File: src/rtl/seg7_pkg.sv
// seg7_pkg
// Shared definitions for the 7-segment-to-byte recovery path.
//   - SEG_x : active-high segment codes for hex digits 0..F, A at bit 6, G at bit 0.
//             The display bus is active-low, so a digit appears on the pins as ~SEG_x.
//   - state_t : FSM encoding used by seg7_to_byte.
package seg7_pkg;

   localparam logic [6:0] SEG_0 = 7'h7E;
   localparam logic [6:0] SEG_1 = 7'h30;
   localparam logic [6:0] SEG_2 = 7'h6D;
   localparam logic [6:0] SEG_3 = 7'h79;
   localparam logic [6:0] SEG_4 = 7'h33;
   localparam logic [6:0] SEG_5 = 7'h5B;
   localparam logic [6:0] SEG_6 = 7'h5F;
   localparam logic [6:0] SEG_7 = 7'h70;
   localparam logic [6:0] SEG_8 = 7'h7F;
   localparam logic [6:0] SEG_9 = 7'h7B;
   localparam logic [6:0] SEG_A = 7'h77;
   localparam logic [6:0] SEG_B = 7'h1F;
   localparam logic [6:0] SEG_C = 7'h4E;
   localparam logic [6:0] SEG_D = 7'h3D;
   localparam logic [6:0] SEG_E = 7'h4F;
   localparam logic [6:0] SEG_F = 7'h47;

   typedef enum logic [1:0] {
      WAIT_STABLE = 2'd0,
      DECODE      = 2'd1,
      WAIT_TX     = 2'd2,
      SEND        = 2'd3
   } state_t;

endpackage

File: src/rtl/seg7_digit_decode.sv
// seg7_digit_decode
// Combinational decode of one active-low 7-segment digit to a hex nibble.
//   pattern : in,  7 b, pin values (0 = lit), bit6 = A .. bit0 = G
//   nibble  : out, 4 b, decoded hex value (0 when illegal)
//   legal   : out, 1 b, high when the pattern is one of the 16 hex glyphs
module seg7_digit_decode
   import seg7_pkg::*;
(
   input  logic [6:0] pattern,
   output logic [3:0] nibble,
   output logic       legal
);

   always_comb begin
      nibble = 4'h0;
      legal  = 1'b1;
      case (~pattern)
         SEG_0:   nibble = 4'h0;
         SEG_1:   nibble = 4'h1;
         SEG_2:   nibble = 4'h2;
         SEG_3:   nibble = 4'h3;
         SEG_4:   nibble = 4'h4;
         SEG_5:   nibble = 4'h5;
         SEG_6:   nibble = 4'h6;
         SEG_7:   nibble = 4'h7;
         SEG_8:   nibble = 4'h8;
         SEG_9:   nibble = 4'h9;
         SEG_A:   nibble = 4'hA;
         SEG_B:   nibble = 4'hB;
         SEG_C:   nibble = 4'hC;
         SEG_D:   nibble = 4'hD;
         SEG_E:   nibble = 4'hE;
         SEG_F:   nibble = 4'hF;
         default: legal  = 1'b0;
      endcase
   end

endmodule

File: src/rtl/seg7_to_byte.sv
// seg7_to_byte
// Watches two active-low 7-segment digits on an asynchronous display bus and
// forwards each newly settled legal digit pair to the UART TX as one byte.
//   i_Clk        : in,  1 b, system clock
//   i_Rst        : in,  1 b, asynchronous active-high reset
//   i_Segment1   : in,  7 b, upper-nibble digit, active-low, bit6 = A
//   i_Segment2   : in,  7 b, lower-nibble digit, active-low, bit6 = A
//   i_TX_Active  : in,  1 b, UART busy; holds off new sends
//   o_TX_DV      : out, 1 b, one-clock strobe qualifying o_TX_Byte
//   o_TX_Byte    : out, 8 b, {nibble(Segment1), nibble(Segment2)}
//   o_Err        : out, 1 b, one-clock pulse for an accepted pair with an illegal digit
//
// state       | meaning
// WAIT_STABLE | waiting for a settled pattern that differs from the last accepted one
// DECODE      | pattern latched; branch on legality (illegal -> o_Err pulse)
// WAIT_TX     | legal byte held, waiting for the UART to go idle
// SEND        | o_TX_DV high for this clock with the held byte
module seg7_to_byte
   import seg7_pkg::*;
#(
   parameter int STABLE_CYCLES = 16
) (
   input  logic       i_Clk,
   input  logic       i_Rst,
   input  logic [6:0] i_Segment1,
   input  logic [6:0] i_Segment2,
   input  logic       i_TX_Active,
   output logic       o_TX_DV,
   output logic [7:0] o_TX_Byte,
   output logic       o_Err
);

   localparam int CNT_W = $clog2(STABLE_CYCLES + 1);
   localparam logic [CNT_W-1:0] CNT_MAX = CNT_W'(STABLE_CYCLES);

   logic [13:0]      sync_meta;
   logic [13:0]      sync_pat;
   logic [13:0]      sync_prev;
   logic [CNT_W-1:0] held_cnt;
   logic [CNT_W-1:0] held_now;
   logic             stable;
   logic [13:0]      last_pattern;
   logic [7:0]       held_byte;
   logic             held_legal;
   logic [3:0]       nib_hi;
   logic [3:0]       nib_lo;
   logic             legal_hi;
   logic             legal_lo;
   logic             take;
   state_t           state;
   state_t           state_next;

   seg7_digit_decode u_dec_hi (
      .pattern (sync_pat[13:7]),
      .nibble  (nib_hi),
      .legal   (legal_hi)
   );

   seg7_digit_decode u_dec_lo (
      .pattern (sync_pat[6:0]),
      .nibble  (nib_lo),
      .legal   (legal_lo)
   );

   // held_now counts the clocks, including the current one, that sync_pat has
   // held its value; the register keeps last cycle's figure. Counting the
   // current cycle lets the FSM act in the same clock the pattern reaches
   // STABLE_CYCLES rather than one clock later.
   always_comb begin
      held_now = CNT_W'(1);
      if (sync_pat == sync_prev) begin
         held_now = (held_cnt == CNT_MAX) ? CNT_MAX : held_cnt + CNT_W'(1);
      end
   end

   assign stable = (held_now == CNT_MAX);
   assign take   = (state == WAIT_STABLE) && (state_next == DECODE);

   always_ff @(posedge i_Clk or posedge i_Rst) begin
      if (i_Rst) begin
         sync_meta <= '1;
         sync_pat  <= '1;
         sync_prev <= '1;
         held_cnt  <= '0;
      end else begin
         sync_meta <= {i_Segment1, i_Segment2};
         sync_pat  <= sync_meta;
         sync_prev <= sync_pat;
         held_cnt  <= held_now;
      end
   end

   always_comb begin
      state_next = state;
      case (state)
         WAIT_STABLE: if (stable && (sync_pat != last_pattern)) state_next = DECODE;
         DECODE:      state_next = held_legal ? WAIT_TX : WAIT_STABLE;
         WAIT_TX:     if (!i_TX_Active) state_next = SEND;
         SEND:        state_next = WAIT_STABLE;
         default:     state_next = WAIT_STABLE;
      endcase
   end

   // The pattern is captured on the way into DECODE so later input activity
   // cannot disturb the byte being sent; the counter keeps running regardless.
   always_ff @(posedge i_Clk or posedge i_Rst) begin
      if (i_Rst) begin
         state        <= WAIT_STABLE;
         last_pattern <= '1;
         held_byte    <= 8'h00;
         held_legal   <= 1'b0;
         o_TX_DV      <= 1'b0;
         o_TX_Byte    <= 8'h00;
         o_Err        <= 1'b0;
      end else begin
         state   <= state_next;
         o_Err   <= (state == DECODE) && !held_legal;
         o_TX_DV <= (state_next == SEND);
         if (take) begin
            last_pattern <= sync_pat;
            held_byte    <= {nib_hi, nib_lo};
            held_legal   <= legal_hi && legal_lo;
         end
         if (state_next == SEND) begin
            o_TX_Byte <= held_byte;
         end
      end
   end

endmodule

File: config.mk
export PLATFORM = sky130hd
export DESIGN_NAME = seg7_to_byte
export DESIGN_NICKNAME = d
export VERILOG_FILES = /design/src/rtl/seg7_pkg.sv /design/src/rtl/seg7_digit_decode.sv /design/src/rtl/seg7_to_byte.sv
export SDC_FILE = /design/constraint.sdc
export NUM_CORES = 1
export LEC_CHECK = 0
export ABC_AREA = 1
export ABC_CLOCK_PERIOD_IN_PS = 2700
export BUFFER_PORTS_ARGS = -buffer_cell sky130_fd_sc_hd__buf_2
export CORE_UTILIZATION = 50
export DETAILED_ROUTE_END_ITERATION = 10
export PLACE_DENSITY = 0.68
export SLEW_MARGIN = 25
export SYNTH_ARGS = -nofsm -noshare
export SYNTH_HDL_FRONTEND = slang
export SYNTH_SLANG_ARGS = --single-unit
File: constraint.sdc
create_clock -name i_Clk -period 2.7 [get_ports i_Clk]
set_input_delay 0.27 -clock i_Clk [delete_from_list [all_inputs] [get_ports i_Clk]]
set_output_delay 0.27 -clock i_Clk [all_outputs]
set_load 0.02 [all_outputs]
==> results.toml, run 1 <==
[floorplan]
ios = 27
die_w_um = 90.3
die_area_um2 = 8160
die_h_um = 90.3
rows = 31
start_util = 0.527
fp.coreArea_um2 = 7410

[sta]
setup_tns_ps = 0
rsz0062_at_grt = "no"
setup_viol = 0
clock_skew_ps = 7.27
drv_slew = 0
finalHoldViolCount = 0
layout_min_cycle_time_ps = 2270
hold_ws_ps = 139
fin_crit_sh = 0.841
fmax_ghz = 0.441
relSlewSlack = 0.599
tightest_slew_ps = 597

[global_route]
grt_pass1_wl_um = 12500
antenna_found_initial = 0
grt_pass1_vias = 2759
grt_use_total = 0.196
overflow = 0
grt_max_degree = 30

[place]
portBuffers = 26
placed_area_um2 = 4110
dp_hpwl_um = 5280
routabilityCongestion = 0.887

[yosys]
yosys_warnings = 0
syn_nets = 498
ys.flop_type = "dfstp_2"
async_flop_share = 1.00
ys_ff_latch = 82
synth.distinct_cells = 29
seq_area_frac_synth = 0.544
synth_area_um2 = 3900
synthCells = 479
syn-mean-instance-area_um2 = 8.15
synth_edf_count = 0

[cells_and_area]
antenna_cells = 0
layout.area.seq_um2 = 2120
multi_input_area_um2 = 1490
fin_nets = 543
mostFrequentLayoutCell = "nand2_1"
drive_gt1_frac = 0.251
final_cell_mix = "184 x nand2_1, 62 x nor2_1, 56 x dfstp_2"
finish.instance_area_um2 = 4460
final.fill_count = 659
syn_to_final_growth_pct = 14.2

[job]
cap_violations = 0

[clocking]
clock-sinks = 82
numCtsBuffers = 9
cts-root-buf = "clkbuf_8"
cts_tree = "built"
path_clk_slew_ps = 80
clk_latency_ps = 360
clockBufferDepth = 2
htreeDepth = 3

[detailed_routing]
drc = 0
ant_nets = 0
drt_iter0_drc = 211
wirelength_um = 7380
num_vias = 3006
routedWlPerCell_um = 11.7
via_per_inst = 4.79
dr.pass1.iters = 4

[setup_path]
cp.required_ps = 2980
cp-end-kind = "flop"
critPathLaunchType = "flop"
criticalPathCategory = "reg -> reg"
crit_top_cell = "nand3_1"
cpPeakStageDelay_ps = 410
path_cells = "ha_1, or2_2, nand3_1, nand3_1, a21oi_1, nand3_2, buf_12, o21ai_0"
crit_arrival_ps = 2550
cp_slowest_cell = "dfrtp_1"
worstPathMaxFanout = 28

[pwr]
powerDensity_nw_per_um2 = 535
irDropWorstVdd_v = 0.000368
leakagePower_nw = 2.31
p_total_mw = 2.38

[worst_hold_path]
hold_class = "in -> reg"

[run_status]
outcome = "finished clean"
registers in the layout (all words and copies together) (netlist names):
| register | flops |
|---|---|
| o_Err | 1 |
| o_TX_DV | 1 |
| sync_prev | 14 |
| held_cnt | 5 |
| state | 2 |
| o_TX_Byte | 8 |
| held_byte | 8 |
| last_pattern | 14 |
| sync_meta | 14 |
| held_legal | 1 |
| sync_pat | 14 |
critical path: cells and delay by family (launching register included):
| kind | cells | cell delay, ps |
|---|---|---|
| fa+ha+maj | 1 | 230 |
| compound gates | 2 | 460 |
| buf+inv | 1 | 260 |
| flops | 1 | 410 |
| simple gates | 4 | 820 |
synthesized netlist by cell type (3+ instances only):
cell,number,area share
xnor2_1,5,0.011
o21ai_0,9,0.012
nand3_1,22,0.028
nand2_2,8,0.013
o21ai_2,10,0.022
nor3_1,8,0.010
dfstp_2,56,0.38
inv_2,8,0.0077
nand4_1,8,0.013
dfrtp_1,26,0.17
inv_1,49,0.047
nor2_1,62,0.060
buf_4,3,0.0058
nand2_1,184,0.18
metrics by stage:
| step | std cells | worst slack, ps | utilization |
|---|---|---|---|
| floorplan | 479 | 414 | - |
| global placement | 598 | 512 | 0.555 |
| finish | 628 | 431 | 0.602 |
| global route | 628 | 236 | 0.602 |
| detailed placement | 598 | 461 | 0.555 |
| CTS | 623 | 452 | 0.595 |
routing by layer:
layer  track usage  share of wire  vias to the layer above
li1              -              -                     1553
met1         0.262           0.47                     1378
met2         0.305           0.47                       65
met3        0.0547          0.043                       10
met4        0.0699          0.015                        0
met5             0              0                        -
what timing repair did:
action | CTS | global route
setup endpoints to repair | 0 | 0
hold buffers | 9 | 5
gates resized for setup | 0 | 0
buffers inserted | 0 | 0
endpoints found under the hold margin | 9 | 5
worst paths after layout:
kind / from / endpoint / slack, ps / depth (start not counted)
hold reg to reg: sync_meta[0] / sync_pat[0] / 350 / 0
setup / recovery: held_cnt[0] / last_pattern[10] / 430 / 8
max in group asynchronous: i_Rst / sync_prev[6] / 2060 / 3
min in group asynchronous: i_Rst / sync_meta[5] / 190 / 2
setup reg to reg: held_cnt[0] / last_pattern[10] / 430 / 8
hold / removal: i_TX_Active / o_TX_DV / 140 / 2
power breakdown:
group	total (mW)	internal, mW	switching [mW]
combinational	0.155	0.0578	0.0975
clock	0.906	0.458	0.448
sequential	1.32	1.29	0.0320
total	2.38	1.81	0.577
cells by family after synthesis:
group | after synthesis | share of synthesized area
and+or+nand+nor | 301 | 0.323
DFF | 82 | 0.544
buffers and inverters | 66 | 0.0750
AOI/OAI and AO/OA | 21 | 0.0365
xor gates and xnor gates | 7 | 0.0157
adders and majority gates | 2 | 0.00641
final cells by class:
cell class              count  share of cell area
flip-flops and latches     82               0.476
multi-input cells         331               0.334
repair buffers             43              0.0685
inverters                  57              0.0483
clock buffers              11              0.0317
well taps                  99              0.0278
clock inverters             5              0.0138
Note: power is estimated with default switching activity, not from simulation.
==> run 2: changes to the inputs <==
- ABC_AREA: 1 -> 0
- ABC_CLOCK_PERIOD_IN_PS: 2700 -> 2000
- PLACE_DENSITY: 0.68 -> 0.71
- clock period: 2.7 -> 2 ns (I/O delays scaled with it)
==> run 2 against run 1 <==
Effect of this change: clock power rose by 40%; the flow now finishes with violations (setup timing); utilization rose by 4.4 points; cell area rose by 6.1%; sequential power rose by 33%; synthesized area fell by 1.3%; maximum frequency rose by 2.4%; worst hold slack improved by 47 ps; first-iteration DRC count fell by 27%; count of clock-buffer cells in the layout fell by 1; critical path type unchanged; register-to-register slack got worse by 650 ps; power rose by 39%.
==> results.toml, run 2 <==
[sta]
setup_viol = 23
fmax_ghz = 0.451
fin_crit_sh = 1.11
rsz0062_at_grt = "yes"
tightest_slew_ps = 571
finalWorstSetupSlack_ps = -217
clock_skew_ps = 11.3
layout_min_cycle_time_ps = 2220
drv_slew = 0
relSlewSlack = 0.617
finalHoldViolCount = 0

[setup_path]
cpPeakStageDelay_ps = 610
timing.rr.start = "held_cnt[0]"
startpoint = "held_cnt[0]"
worstPathMaxFanout = 6
cp.required_ps = 2240
path_cells = "ha_1, buf_4, xor2_2, a31oi_2, or4_4, buf_12, mux2_4"
crit_family = "simple AND/OR/NAND/NOR gates"
criticalPathCategory = "reg -> reg"
r2r_setup_slack_ps = -220
worst-path-buf-inv = 2
critPathLaunchType = "flop"
cp_slowest_cell = "or4_4"
crit_arrival_ps = 2460
cp-end-kind = "flop"

[detailed_routing]
drc = 0
drt_iter0_drc = 154
dr.pass1.iters = 5
num_vias = 2516
routedWlPerCell_um = 14.7
via_per_inst = 5.30
wirelength_um = 6980
ant_nets = 0

[floorplan]
rows = 31
start_util = 0.525
ios = 27
die_h_um = 89.8
die_w_um = 89.8
fp.coreArea_um2 = 7330
die_area_um2 = 8060

[worst_hold_path]
hold_class = "in -> reg"
min_from = "i_TX_Active"

[global_route]
antenna_found_initial = 0
grt_pass1_wl_um = 11800
grt_max_degree = 83
grt_use_total = 0.186
grt_pass1_vias = 2481
overflow = 0

[run_status]
outcome = "complete, but fails checks"
violations = "setup timing"

[cells_and_area]
antenna_cells = 0
final.fill_count = 565
final_cell_mix = "56 x dfstp_2, 33 x buf_4, 26 x dfrtp_1, 26 x buf_2, 17 x mux2_4"
fin_nets = 390
multi_input_area_um2 = 1600
syn_to_final_growth_pct = 22.8
layout.area.seq_um2 = 2120
finish.instance_area_um2 = 4730
drive_gt1_frac = 0.495
mostFrequentLayoutCell = "dfstp_2"

[clocking]
cts-root-buf = "clkbuf_8"
clockBufferDepth = 2
numCtsBuffers = 9
clock-sinks = 82
clk_latency_ps = 350
path_clk_slew_ps = 80
cts_tree = "built"
htreeDepth = 3

[pwr]
powerDensity_nw_per_um2 = 700
p_total_mw = 3.31
irDropWorstVdd_v = 0.000502
leakagePower_nw = 2.08

[yosys]
synthTopCellsByArea = "dfstp_2 38%, dfrtp_1 17%, mux2_4 6.6%, mux2_2 3.8%, xnor2_1 3.6%"
synth_common_cells = "56 x dfstp_2, 26 x dfrtp_1, 17 x mux2_4, 16 x xnor2_1, 16 x xor2_1"
synth.distinct_cells = 51
ys.flop_type = "dfstp_2"
synth_top_cell_area_share = 0.382
syn_nets = 324
synth_area_um2 = 3850
ys_ff_latch = 82
syn-mean-instance-area_um2 = 12.6
seq_area_frac_synth = 0.551
yosys_warnings = 0
synthCells = 305
netlist.top_cell.by_area = "dfstp_2"
synth_edf_count = 0
synth.most_common_cell = "dfstp_2"
async_flop_share = 1.00

[place]
dp_hpwl_um = 4540
routabilityCongestion = 0.824
placed_area_um2 = 4250
portBuffers = 26

[job]
cap_violations = 0
run 2: cell types whose count changed in the layout (fill, tap and decap cells not counted), moves of 6 or more:
cell,change
nand2_1,-174
nor2_1,-50
inv_1,-43
buf_4,+31
mux2_4,+17
nand3_1,-16
mux2_2,+13
xor2_1,+12
xnor2_1,+11
o21ai_2,-9
nand2_2,-8
inv_2,-6
nor3b_1,+6
run 2: cell families (layout without fill, tap and decap cells):
kind of cell               count (synthesis)  count (layout)  synth area share
and+or+nand+nor                           95              95             0.160
DFF                                       82              82             0.551
xor gates and xnor gates                  32              32            0.0728
buffers and inverters                     32             103            0.0484
AOI/OAI and AO/OA                         31              31            0.0549
muxes                                     31              31             0.107
adders and majority gates                  2               2           0.00650
run 2: final timing paths:
check                               endpoint  cells past startpoint
worst max-delay path            held_byte[6]                      7
worst min-delay path                 o_TX_DV                      3
worst max register to register  held_byte[6]                      7
worst min register to register  sync_pat[11]                      0
max in group asynchronous        sync_pat[9]                      4
min in group asynchronous         held_legal                      4
run 2: final cells by class:
| cell class | count | share of cell area |
|---|---|---|
| clock buffer | 10 | 0.0315 |
| clock inverter | 6 | 0.0143 |
| inverter | 8 | 0.00714 |
| multi-input combinational | 191 | 0.339 |
| sequential | 82 | 0.449 |
| tap | 99 | 0.0262 |
| timing repair buffer | 79 | 0.133 |
run 2: what timing repair did:
item / 4_1_cts / 5_1_grt
pin swaps: 1 / 3
hold buffers: 15 / 0
setup buffers: 0 / 1
gates resized for setup: 3 / 11
hold endpoints to repair: 40 / 0
endpoints found under the setup margin: 24 / 24
gates cloned: 0 / 2
run 2: metrics by stage:
step,utilization,std cells,worst slack (ps),TNS (ps),hold WS [ps]
finish,0.645,475,-217,-4540,186
detailed placement,0.579,441,-289,-5540,306
CTS,0.630,472,-259,-4850,167
global placement,0.579,441,-191,-3460,305
floorplan,-,305,-288,-5070,204
global route,0.645,475,-293,-6280,195
run 2: worst min-delay path, stage by stage:
cell and delay, ps:
buf_2 80, nor3_1 30, buf_4 170
run 2: layer usage:
metal	vias up	global-route usage	wire, um
li1	1202	-	-
met1	1240	0.251	3240
met2	61	0.283	3350
met3	13	0.0355	230
met4	0	0.102	169
met5	-	0	0
run 2: power by group:
| part | internal [mW] | total (mW) | switching, mW |
|---|---|---|---|
| combinational | 0.127 | 0.278 | 0.151 |
| sequential | 1.74 | 1.76 | 0.0272 |
| clock | 0.664 | 1.27 | 0.602 |
| total | 2.53 | 3.31 | 0.781 |
